<file path="src/rtl/bp_fe_fetch_queue.sv">
// Fetch queue: buffers whole fetch packets and hands them out one instruction per cycle.
// Exception packets carry a single zero instruction; empty non-exception packets are dropped.
module bp_fe_fetch_queue #(
    parameter int els_p         = 4,
    parameter int fetch_width_p = 2,
    parameter int vaddr_width_p = 39,
    parameter int meta_width_p  = 64,
    localparam int instr_width_lp = 32,
    localparam int cnt_width_lp   = $clog2(fetch_width_p + 1),
    localparam int occ_width_lp   = $clog2(els_p + 1)
) (
    input  logic                                    clk_i,
    input  logic                                    reset_i,
    input  logic                                    flush_i,

    input  logic                                    enq_v_i,
    output logic                                    enq_ready_and_o,
    input  logic [vaddr_width_p-1:0]                enq_pc_i,
    input  logic [fetch_width_p*instr_width_lp-1:0] enq_instr_i,
    input  logic [cnt_width_lp-1:0]                 enq_count_i,
    input  logic [1:0]                              enq_exc_i,
    input  logic [meta_width_p-1:0]                 enq_meta_i,

    output logic                                    deq_v_o,
    input  logic                                    deq_yumi_i,
    output logic [vaddr_width_p-1:0]                deq_pc_o,
    output logic [instr_width_lp-1:0]               deq_instr_o,
    output logic [1:0]                              deq_exc_o,
    output logic [meta_width_p-1:0]                 deq_meta_o,
    output logic                                    deq_last_o,
    output logic [occ_width_lp-1:0]                 occupancy_o
);

    localparam int ptr_width_lp  = $clog2(els_p);
    localparam int slot_width_lp = (fetch_width_p > 1) ? $clog2(fetch_width_p) : 1;

    logic [vaddr_width_p-1:0]                pc_mem    [els_p];
    logic [fetch_width_p*instr_width_lp-1:0] instr_mem [els_p];
    logic [cnt_width_lp-1:0]                 cnt_mem   [els_p];
    logic [1:0]                              exc_mem   [els_p];
    logic [meta_width_p-1:0]                 meta_mem  [els_p];

    logic [ptr_width_lp-1:0]  wr_ptr_q, wr_ptr_d;
    logic [ptr_width_lp-1:0]  rd_ptr_q, rd_ptr_d;
    logic [occ_width_lp-1:0]  count_q,  count_d;
    logic [slot_width_lp-1:0] slot_q,   slot_d;

    logic                                    enq_is_exc;
    logic                                    enq_drop;
    logic                                    wr_en;
    logic [cnt_width_lp-1:0]                 enq_cnt_sat;
    logic [cnt_width_lp-1:0]                 wr_cnt;
    logic [fetch_width_p*instr_width_lp-1:0] wr_instr;
    logic [cnt_width_lp-1:0]                 head_cnt;
    logic                                    deq_fire;
    logic                                    pop;

    // Ready looks only at stored count, never at the consumer, so a full queue stays closed
    // even when the head is leaving this cycle.
    assign enq_ready_and_o = (count_q != occ_width_lp'(els_p)) & ~flush_i & ~reset_i;

    assign enq_is_exc  = (enq_exc_i != 2'b00);
    assign enq_drop    = ~enq_is_exc & (enq_count_i == '0);
    assign enq_cnt_sat = (enq_count_i > cnt_width_lp'(fetch_width_p))
                       ? cnt_width_lp'(fetch_width_p) : enq_count_i;
    assign wr_cnt      = enq_is_exc ? cnt_width_lp'(1) : enq_cnt_sat;
    assign wr_instr    = enq_is_exc ? '0 : enq_instr_i;
    assign wr_en       = enq_v_i & enq_ready_and_o & ~enq_drop;

    assign head_cnt    = cnt_mem[rd_ptr_q];
    assign deq_v_o     = (count_q != '0);
    assign deq_last_o  = (cnt_width_lp'(slot_q) == (head_cnt - cnt_width_lp'(1)));
    assign deq_pc_o    = pc_mem[rd_ptr_q] + vaddr_width_p'({slot_q, 2'b00});
    assign deq_instr_o = instr_mem[rd_ptr_q][int'(slot_q)*instr_width_lp +: instr_width_lp];
    assign deq_exc_o   = exc_mem[rd_ptr_q];
    assign deq_meta_o  = meta_mem[rd_ptr_q];
    assign occupancy_o = count_q;

    assign deq_fire    = deq_yumi_i & deq_v_o;
    assign pop         = deq_fire & deq_last_o;

    always_comb begin
        // NOTE: every next-state signal takes its hold value first so no path can infer a latch.
        wr_ptr_d = wr_ptr_q;
        rd_ptr_d = rd_ptr_q;
        count_d  = count_q;
        slot_d   = slot_q;
        if (flush_i) begin
            wr_ptr_d = '0;
            rd_ptr_d = '0;
            count_d  = '0;
            slot_d   = '0;
        end else begin
            if (wr_en) begin
                wr_ptr_d = wr_ptr_q + ptr_width_lp'(1);
            end
            if (deq_fire) begin
                if (deq_last_o) begin
                    slot_d   = '0;
                    rd_ptr_d = rd_ptr_q + ptr_width_lp'(1);
                end else begin
                    slot_d   = slot_q + slot_width_lp'(1);
                end
            end
            count_d = count_q + occ_width_lp'(wr_en) - occ_width_lp'(pop);
        end
    end

    // NOTE: sequential state uses non-blocking assignments so every register samples pre-edge values.
    always_ff @(posedge clk_i or posedge reset_i) begin
        if (reset_i) begin
            wr_ptr_q <= '0;
            rd_ptr_q <= '0;
            count_q  <= '0;
            slot_q   <= '0;
        end else begin
            wr_ptr_q <= wr_ptr_d;
            rd_ptr_q <= rd_ptr_d;
            count_q  <= count_d;
            slot_q   <= slot_d;
        end
    end

    // NOTE: packet storage has no reset; entries are only read once count marks them valid.
    always_ff @(posedge clk_i) begin
        if (wr_en) begin
            pc_mem[wr_ptr_q]    <= enq_pc_i;
            instr_mem[wr_ptr_q] <= wr_instr;
            cnt_mem[wr_ptr_q]   <= wr_cnt;
            exc_mem[wr_ptr_q]   <= enq_exc_i;
            meta_mem[wr_ptr_q]  <= enq_meta_i;
        end
    end

endmodule

</file>
<file path="config.mk">
export PLATFORM = sky130hd
export DESIGN_NAME = bp_fe_fetch_queue
export DESIGN_NICKNAME = d
export VERILOG_FILES = /design/src/rtl/bp_fe_fetch_queue.sv
export SDC_FILE = /design/constraint.sdc
export NUM_CORES = 1
export LEC_CHECK = 0
export CAP_MARGIN = 20
export CORE_UTILIZATION = 58
export CTS_BUF_LIST = sky130_fd_sc_hd__clkbuf_4
export DETAILED_ROUTE_END_ITERATION = 10
export GPL_TIMING_DRIVEN = 0
export PLACE_DENSITY_LB_ADDON = 0.1
export SETUP_SLACK_MARGIN = 0.2
export SKIP_CTS_REPAIR_TIMING = 1
export SYNTH_ARGS = -nofsm -noshare
export SYNTH_HDL_FRONTEND = slang
export SYNTH_SLANG_ARGS = --single-unit
</file>
<file path="constraint.sdc">
create_clock -name clk_i -period 7.8 [get_ports clk_i]
set_input_delay 1.17 -clock clk_i [delete_from_list [all_inputs] [get_ports clk_i]]
set_output_delay 1.17 -clock clk_i [all_outputs]
set_load 0.01 [all_outputs]
</file>
==> reports/summary.txt, run 1 <==
Post-route insts no fill = 2379
Synthesis warning total = 0
Most used standard cell by instance count after synthesis = edfxtp_1
Synth area leader = edfxtp_1
Initial DRC Count = 964
Drc violations = 0
First-pass GRT wire length = 82800 um
Multi-input logic area = 5740 um^2
DR WL/cell = 23.2 um
Chip Width = 217 um
Ys flop type = edfxtp_1
Max_slew headroom = 0.462
Placed cells = 2099
# port buffers = 317
Mapped Nets = 1355
Num CTS Buffers = 169
Layout filler cell count = 2786
Pre-antenna DRT Iters = 5
Critical Path RT = 6.63 ns
Max_cap viols = 0
Final Setup Violations = 0
Clk slew on worst S/H paths = 0.07 ns
Post-Synthesis Cells = 1170
CP max FO = 10
CP Launch Point = rd_ptr_q[1]
EDFF count, synth = 684
Area grow syn2layout = 23.4%
Pwr/cell area = 242 nW/um^2
Initial antenna violation count = 7
Fin util = 0.727
Root buf cell = clkbuf_4
Delay of the slowest critical-path stage = 0.64 ns
Die area = 47200 um^2
Min-Delay Path Class = input pin to async pin
Worst Skew = 0.0525 ns
Synth cell count leaders = 684 x edfxtp_1, 154 x mux4_2, 70 x and2_1
Area of the mapped netlist = 26900 um^2
Status = complete, no violations
Layout cells sized above 1 = 0.278
CP Data Arrival Time = 5.84 ns
Worst slew pin tran = 0.807 ns
Dpl hpwl = 35200 um
Storage element area = 20700 um^2
Leakage power = 10.8 nW
I/O pin total = 319
Unrepaired setup endpoints after global routing = no
Grt ovf = 0
Synth top area share = 0.765
Clk_lat worst skew = 0.95 ns
CTS H-tree depth = 4
Async SR Flop Fraction = 0.0116
Vias in the first global route = 14223
Peak VDD IR = 0.142 mV
Reg2reg start = rd_ptr_q[1]
Vias per cell = 5.70
Final period util = 0.899
Period minus WS final = 7.01 ns
Starting Density = 0.589
Vias post-DR = 13558
Core footprint = 45600 um^2
Syn_area_per_cell = 23.0 um^2
Worst path top cell family by delay = buffers and inverters
Unique masters post-synth = 45
CP max-delay cell = buf_1
Final count of pins violating max slew = 0
Fmax = 0.143 GHz
Crit path capture type = output pin
Final Hold Violating Endpoints = 0
Final nets = 1855
Clk sinks = 692
Tot GR Track Use = 0.243
Routed Antenna Nets = 0
Seq cells post-synth = 692
Die height = 217 um
Crit path buf inv count = 7
Final RePlAce weighted congestion = 0.782
# rows = 78
Top post-synthesis cells by area = edfxtp_1 76%, mux4_2 13%, and2_1 1.6%
Critical path class = flip-flop to output pin
Largest net degree at the start of global routing = 57
Post-synthesis sequential area ratio = 0.772
Routed wire length = 55200 um
Worst-case clock buffer depth = 3
CTS tree = built
Final hold slack = 0.576 ns
Crit-path cells = buf_4 > buf_2 > buf_2 > buf_1 > clkbuf_4 > mux4_2 > ha_1 > ha_1 > nand4_1 > nor4_2 > buf_4 > nand4_1 > xnor2_1 > clkdlybuf4s50_1
Startpoint type of the worst setup path = flip-flop
-- registers in the layout, indices dropped and copies added (netlist names) --
name,flops
wr_ptr_q,2
occupancy_o,3
instr_mem,256
slot_q,1
cnt_mem,8
meta_mem,256
exc_mem,8
pc_mem,156
rd_ptr_q,2
-- stage by stage --
step / total power [W] / setup WS (ns) / instance area (um^2) / setup TNS [ns]
4_1_cts: 0.00813 / 0.536 / 33100 / 0
3_3_place_gp: 0.00530 / -2.53 / 30800 / -1698.02
2_1_floorplan: 0.00480 / 1.15 / 26900 / 0
6_report: 0.00802 / 0.787 / 33200 / 0
3_5_place_dp: 0.00530 / 1.63 / 31100 / 0
5_1_grt: 0.00836 / 0.342 / 33100 / 0
-- where the power goes --
group | internal, W | switching (W)
Combinational | 0.000562 | 0.000457
Clock | 0.00150 | 0.00132
Sequential | 0.00416 | 0.0000210
Total | 0.00622 | 0.00180
-- final cells by class --
class	instances	share of cell area
clock buffers	233	0.0528
clock inverters	43	0.00819
diodes	4	0.000302
plain buffers	54	0.0107
flip-flops and latches	692	0.626
repair buffers	329	0.105
well taps	600	0.0226
inverters	11	0.00125
multi-input cells	413	0.173
-- cells by family after synthesis --
group | count (synthesis) | synth area share
flip-flops | 692 | 0.772
multiplexers | 205 | 0.159
AND/OR/NAND/NOR | 152 | 0.0345
buffers and inverters | 65 | 0.0147
XOR/XNOR | 40 | 0.0130
adder cells (fa/ha/maj) | 9 | 0.00447
AO/OA/AOI/OAI | 7 | 0.00196
-- metal layers --
metal	track usage	up-vias	share of wire
li1	-	6006	-
met1	0.325	6960	0.41
met2	0.383	510	0.50
met3	0.0704	76	0.072
met4	0.0913	6	0.017
met5	0	-	0.00082
-- path summary, 6_finish.rpt --
| path | endpoint | slack, ns | cells after the start |
|---|---|---|---|
| worst max-delay path | deq_pc_o[28] | 0.79 | 14 |
| worst min-delay path | rd_ptr_q[0] | 0.58 | 2 |
| worst max register to register | occupancy_o[2] | 4.62 | 12 |
| worst min register to register | wr_ptr_q[1] | 0.59 | 2 |
| min in group clk_i | wr_ptr_q[1] | 0.59 | 2 |
| max in group asynchronous | wr_ptr_q[1] | 6.91 | 2 |
-- cells in the final DEF (no fill, tap or decap), types with 12 or more instances in the layout --
cell type | Yosys | final
mux4_1 | 16 | 16
clkbuf_4 | 2 | 235
edfxtp_1 | 684 | 684
xnor2_1 | 32 | 32
mux4_2 | 154 | 154
nand2_1 | 15 | 15
clkdlybuf4s50_1 | 0 | 317
nor2_1 | 16 | 16
nand3_1 | 12 | 12
clkbuf_1 | 15 | 15
and2_1 | 70 | 66
mux2_2 | 33 | 33
clkinv_1 | 0 | 30
(Power assumes the default switching activity.)
==> inputs of run 2 (changes only) <==
CAP_MARGIN = 10   (was 20)
==> reports/summary.txt, run 2 (same netlist as run 1, synthesis figures left out) <==
Final Hold Violating Endpoints = 0
Commonest non-fill, non-tap cell in the layout = edfxtp_1
CTS H-tree depth = 4
Dpl ws = 1.67 ns
Die area = 47200 um^2
Num CTS Buffers = 173
Dpl hpwl = 35100 um
Power Total = 0.00810 W
Critical Path RT = 6.63 ns
Max_slew headroom = 0.477
Final RePlAce weighted congestion = 0.782
Startpoint type of the worst setup path = flip-flop
Worst setup margin = 0.742 ns
Final count of pins violating max slew = 0
CP Data Arrival Time = 5.89 ns
Area grow syn2layout = 23.7%
Final nets = 1859
Clk slew on worst S/H paths = 0.07 ns
Tot GR Track Use = 0.244
Routed Antenna Nets = 0
First-pass GRT wire length = 82900 um
Routed wire length = 55200 um
Max_cap viols = 0
Clk sinks = 692
CP max FO = 10
Unrepaired setup endpoints after global routing = no
Clk_lat worst skew = 0.97 ns
Status = complete, no violations
Chip Width = 217 um
Initial DRC Count = 949
Fin util = 0.729
Period minus WS final = 7.06 ns
Drc violations = 0
Pre-antenna DRT Iters = 5
Setup_tns = 0 ns
Worst slew pin tran = 0.785 ns
Pwr/cell area = 244 nW/um^2
# rows = 78
Layout cells sized above 1 = 0.282
Critical path class = flip-flop to output pin
Starting Density = 0.589
DR WL/cell = 23.1 um
Layout filler cell count = 2807
Vias per cell = 5.67
Crit path capture type = output pin
Fmax = 0.142 GHz
Initial antenna violation count = 10
Worst Skew = 0.0301 ns
Root buf cell = clkbuf_4
Min-Delay Path Class = input pin to async pin
Die height = 217 um
Most frequent cells in the layout = 684 x edfxtp_1, 317 x clkdlybuf4s50_1, 237 x clkbuf_4, 154 x mux4_2, 66 x and2_1
Grt ovf = 0
Vias in the first global route = 14222
# port buffers = 317
Largest regs = instr_mem x256, meta_mem x256, pc_mem x156
I/O pin total = 319
Peak VDD IR = 0.162 mV
Final hold slack = 0.526 ns
Worst-case clock buffer depth = 3
Core footprint = 45600 um^2
Largest net degree at the start of global routing = 57
CTS tree = built
Leakage power = 10.8 nW
Final period util = 0.905
Final Setup Violations = 0
Vias post-DR = 13540
==> run 2: cell count changes in the layout (fill, tap and decap cells not counted), sizes merged <==
cell,delta
bufinv,+1
inv,+1
clkinvlp,+3
diode,+2
clkbuf,+2
==> run 2: power by group <==
group          internal [W]  switching, W
registers           0.00417     0.0000208
clock network       0.00155       0.00135
logic              0.000562      0.000454
total               0.00628       0.00183
==> run 2: routing by layer <==
metal / track usage / vias up / part of all wire
li1: - / 6000 / -
met5: 0 / - / 0.0013
met1: 0.325 / 6977 / 0.41
met4: 0.0972 / 10 / 0.019
met3: 0.0756 / 80 / 0.072
met2: 0.380 / 473 / 0.50
==> run 2: final timing paths <==
path / slack, ns / end / cells after the start / from
min: 0.53 / occupancy_o[1] / 2 / reset_i
max: 0.74 / deq_pc_o[35] / 14 / rd_ptr_q[1]
max reg2reg: 4.65 / occupancy_o[2] / 12 / rd_ptr_q[1]
min reg2reg: 0.59 / wr_ptr_q[1] / 2 / wr_ptr_q[1]
max in group asynchronous: 6.97 / slot_q / 2 / reset_i
min in group clk_i: 0.59 / wr_ptr_q[1] / 2 / wr_ptr_q[1]
==> run 2: layout make-up <==
class | count | area (um^2) | share of cell area
repair buffers | 329 | 3500 | 0.105
multi-input cells | 413 | 5740 | 0.173
well taps | 600 | 751 | 0.0226
diodes | 6 | 15.0 | 0.000452
inverters | 11 | 41.3 | 0.00124
clock inverters | 48 | 330 | 0.00994
flip-flops and latches | 692 | 20700 | 0.624
plain buffers | 54 | 354 | 0.0107
clock buffers | 235 | 1760 | 0.0531
==> run 2: worst max-delay path, stage by stage, from the launching register on <==
cell and delay (ns):
dfrtp_1 0.35, buf_4 0.22, buf_2 0.33, buf_2 0.36, buf_1 0.63, clkbuf_4 0.43, mux4_2 0.23, ha_1 0.19
nand2_1 0.07, o2bb2ai_1 0.27, nor3b_2 0.58, buf_4 0.31, nand4_1 0.14, xnor2_1 0.22, clkdlybuf4s50_1 0.56
==> run 2: through the flow <==
stage / cells / area (um^2)
global placement: 2087 / 30800
CTS: 2382 / 33200
global route: 2385 / 33200
finish: 2388 / 33200
floorplan: 1170 / 26900
detailed placement: 2099 / 31100
==> inputs of run 3 (changes only) <==
CAP_MARGIN = default   (was 10)
==> reports/summary.txt, run 3 (same netlist as run 1, synthesis figures left out) <==
Status = complete, no violations
Global routing usage on met1 = 0.324
Reg2reg start = rd_ptr_q[1]
Max_slew headroom = 0.462
CP Data Arrival Time = 5.83 ns
Initial DRC Count = 1011
First-pass GRT wire length = 82900 um
# rows = 78
Layout filler cell count = 2822
Setup_tns = 0 ns
R2r worst-path depth = 12
Number of cells on the critical path = 14
Crit path buf inv count = 7
Crit path capture type = output pin
Clk sinks = 692
Dpl hpwl = 35100 um
Grt ovf = 0
Routed wire length = 55400 um
Final count of pins violating max slew = 0
Chip Width = 217 um
Sw Share = 0.222
Die height = 217 um
Pre-antenna DRT Iters = 5
Most frequent cells in the layout = 684 x edfxtp_1, 317 x clkdlybuf4s50_1, 248 x clkbuf_4, 154 x mux4_2, 66 x and2_1
Post-route insts no fill = 2377
Vias in the first global route = 14231
CP Launch Point = rd_ptr_q[1]
Unrepaired setup endpoints after global routing = no
Critical Path End = deq_pc_o[36]
Placed cells = 2099
Startpoint type of the worst setup path = flip-flop
Vias per cell = 5.66
Starting Density = 0.589
Critical Path RT = 6.63 ns
Die area = 47200 um^2
Final Hold Violating Endpoints = 0
Tot GR Track Use = 0.244
Final nets = 1857
I/O pin total = 319
# port buffers = 317
Fmax = 0.143 GHz
Net switching power = 0.00180 W
CTS H-tree depth = 4
Design Area, Final = 33200 um^2
Final RePlAce weighted congestion = 0.782
Vias post-DR = 13456
M2 GR Usage = 0.381
Worst path top cell family by delay = buffers and inverters
Min-Delay Path Class = input pin to async pin
Area grow syn2layout = 23.5%
Core footprint = 45600 um^2
Worst-case clock buffer depth = 3
Max_cap viols = 0
Final period util = 0.897
Crit Reg-Reg Endpoint = occupancy_o[2]
Largest net degree at the start of global routing = 57
Clock network fraction of design power = 0.356
CP max-delay cell = buf_1
Final hold slack = 0.558 ns
Flop2flop setup slack = 4.64 ns
Root buf cell = clkbuf_4
Pwr/cell area = 243 nW/um^2
Worst Skew = 0.0472 ns
Clk slew on worst S/H paths = 0.06 ns
Num CTS Buffers = 171
Comb pwr share = 0.126
Clk_lat worst skew = 0.96 ns
Final Setup Violations = 0
CP max FO = 10
Period minus WS final = 7.00 ns
Critical path class = flip-flop to output pin
Initial antenna violation count = 9
Drc violations = 0
Int Pwr = 0.00628 W
GRT met3 Usage = 0.0787
DP Area = 31100 um^2
Worst slew pin tran = 0.807 ns
DR WL/cell = 23.3 um
CTS tree = built
Delay of the slowest critical-path stage = 0.61 ns
Routed Antenna Nets = 0
Most crowded layer after global routing = met2
Layout cells sized above 1 = 0.283
Leakage power = 10.8 nW
Largest regs = instr_mem x256, meta_mem x256, pc_mem x156
Peak VDD IR = 0.152 mV
Crit-path cells = buf_4 > buf_2 > buf_2 > buf_1 > clkbuf_4 > mux4_2 > ha_1 > ha_1 > nand4_1 > nor4_2 > buf_4 > nand4_1 > xnor2_1 > clkdlybuf4s50_1
Fin util = 0.728
Flop pwr share = 0.518
Commonest non-fill, non-tap cell in the layout = edfxtp_1
run 3: area by class of cell:
| class | count | area [um^2] | share of cell area |
|---|---|---|---|
| well taps | 600 | 751 | 0.0226 |
| multi-input cells | 413 | 5740 | 0.173 |
| clock buffers | 246 | 1850 | 0.0556 |
| plain buffers | 54 | 354 | 0.0107 |
| repair buffers | 329 | 3500 | 0.105 |
| diodes | 4 | 10.0 | 0.000302 |
| inverters | 11 | 41.3 | 0.00124 |
| clock inverters | 28 | 210 | 0.00633 |
| flip-flops and latches | 692 | 20700 | 0.625 |
run 3: per-layer routing:
metal | up-vias | routed length [um]
li1 | 5997 | -
met1 | 6898 | 22400
met2 | 485 | 27900
met3 | 66 | 4120
met4 | 10 | 860
met5 | - | 67
run 3: worst min path at each step:
stage / end / slack [ns] / depth (start not counted)
2_1_floorplan: wr_ptr_q[1] / 0.54 / 2
3_3_place_gp: wr_ptr_q[1] / 0.56 / 2
3_5_place_dp: wr_ptr_q[1] / 0.58 / 2
4_1_cts: wr_ptr_q[0] / 0.43 / 2
5_1_grt: wr_ptr_q[0] / 0.48 / 2
6_report: wr_ptr_q[0] / 0.56 / 2
run 3: power by group through the flow:
stage / registers (W) / logic (W) / clock network, W
after detailed placement: 0.00427 / 0.00103 / 0
after global routing: 0.00419 / 0.00108 / 0.00314
after global placement: 0.00429 / 0.00101 / 0
after CTS: 0.00419 / 0.00104 / 0.00296
after floorplan: 0.00428 / 0.000525 / 0
final: 0.00419 / 0.00102 / 0.00287
run 3: through the flow:
stage	total power (W)	worst slack [ns]
after detailed placement	0.00530	1.64
after floorplan	0.00480	1.15
after global routing	0.00842	0.316
after global placement	0.00530	-2.53
final	0.00808	0.801
after CTS	0.00818	0.578
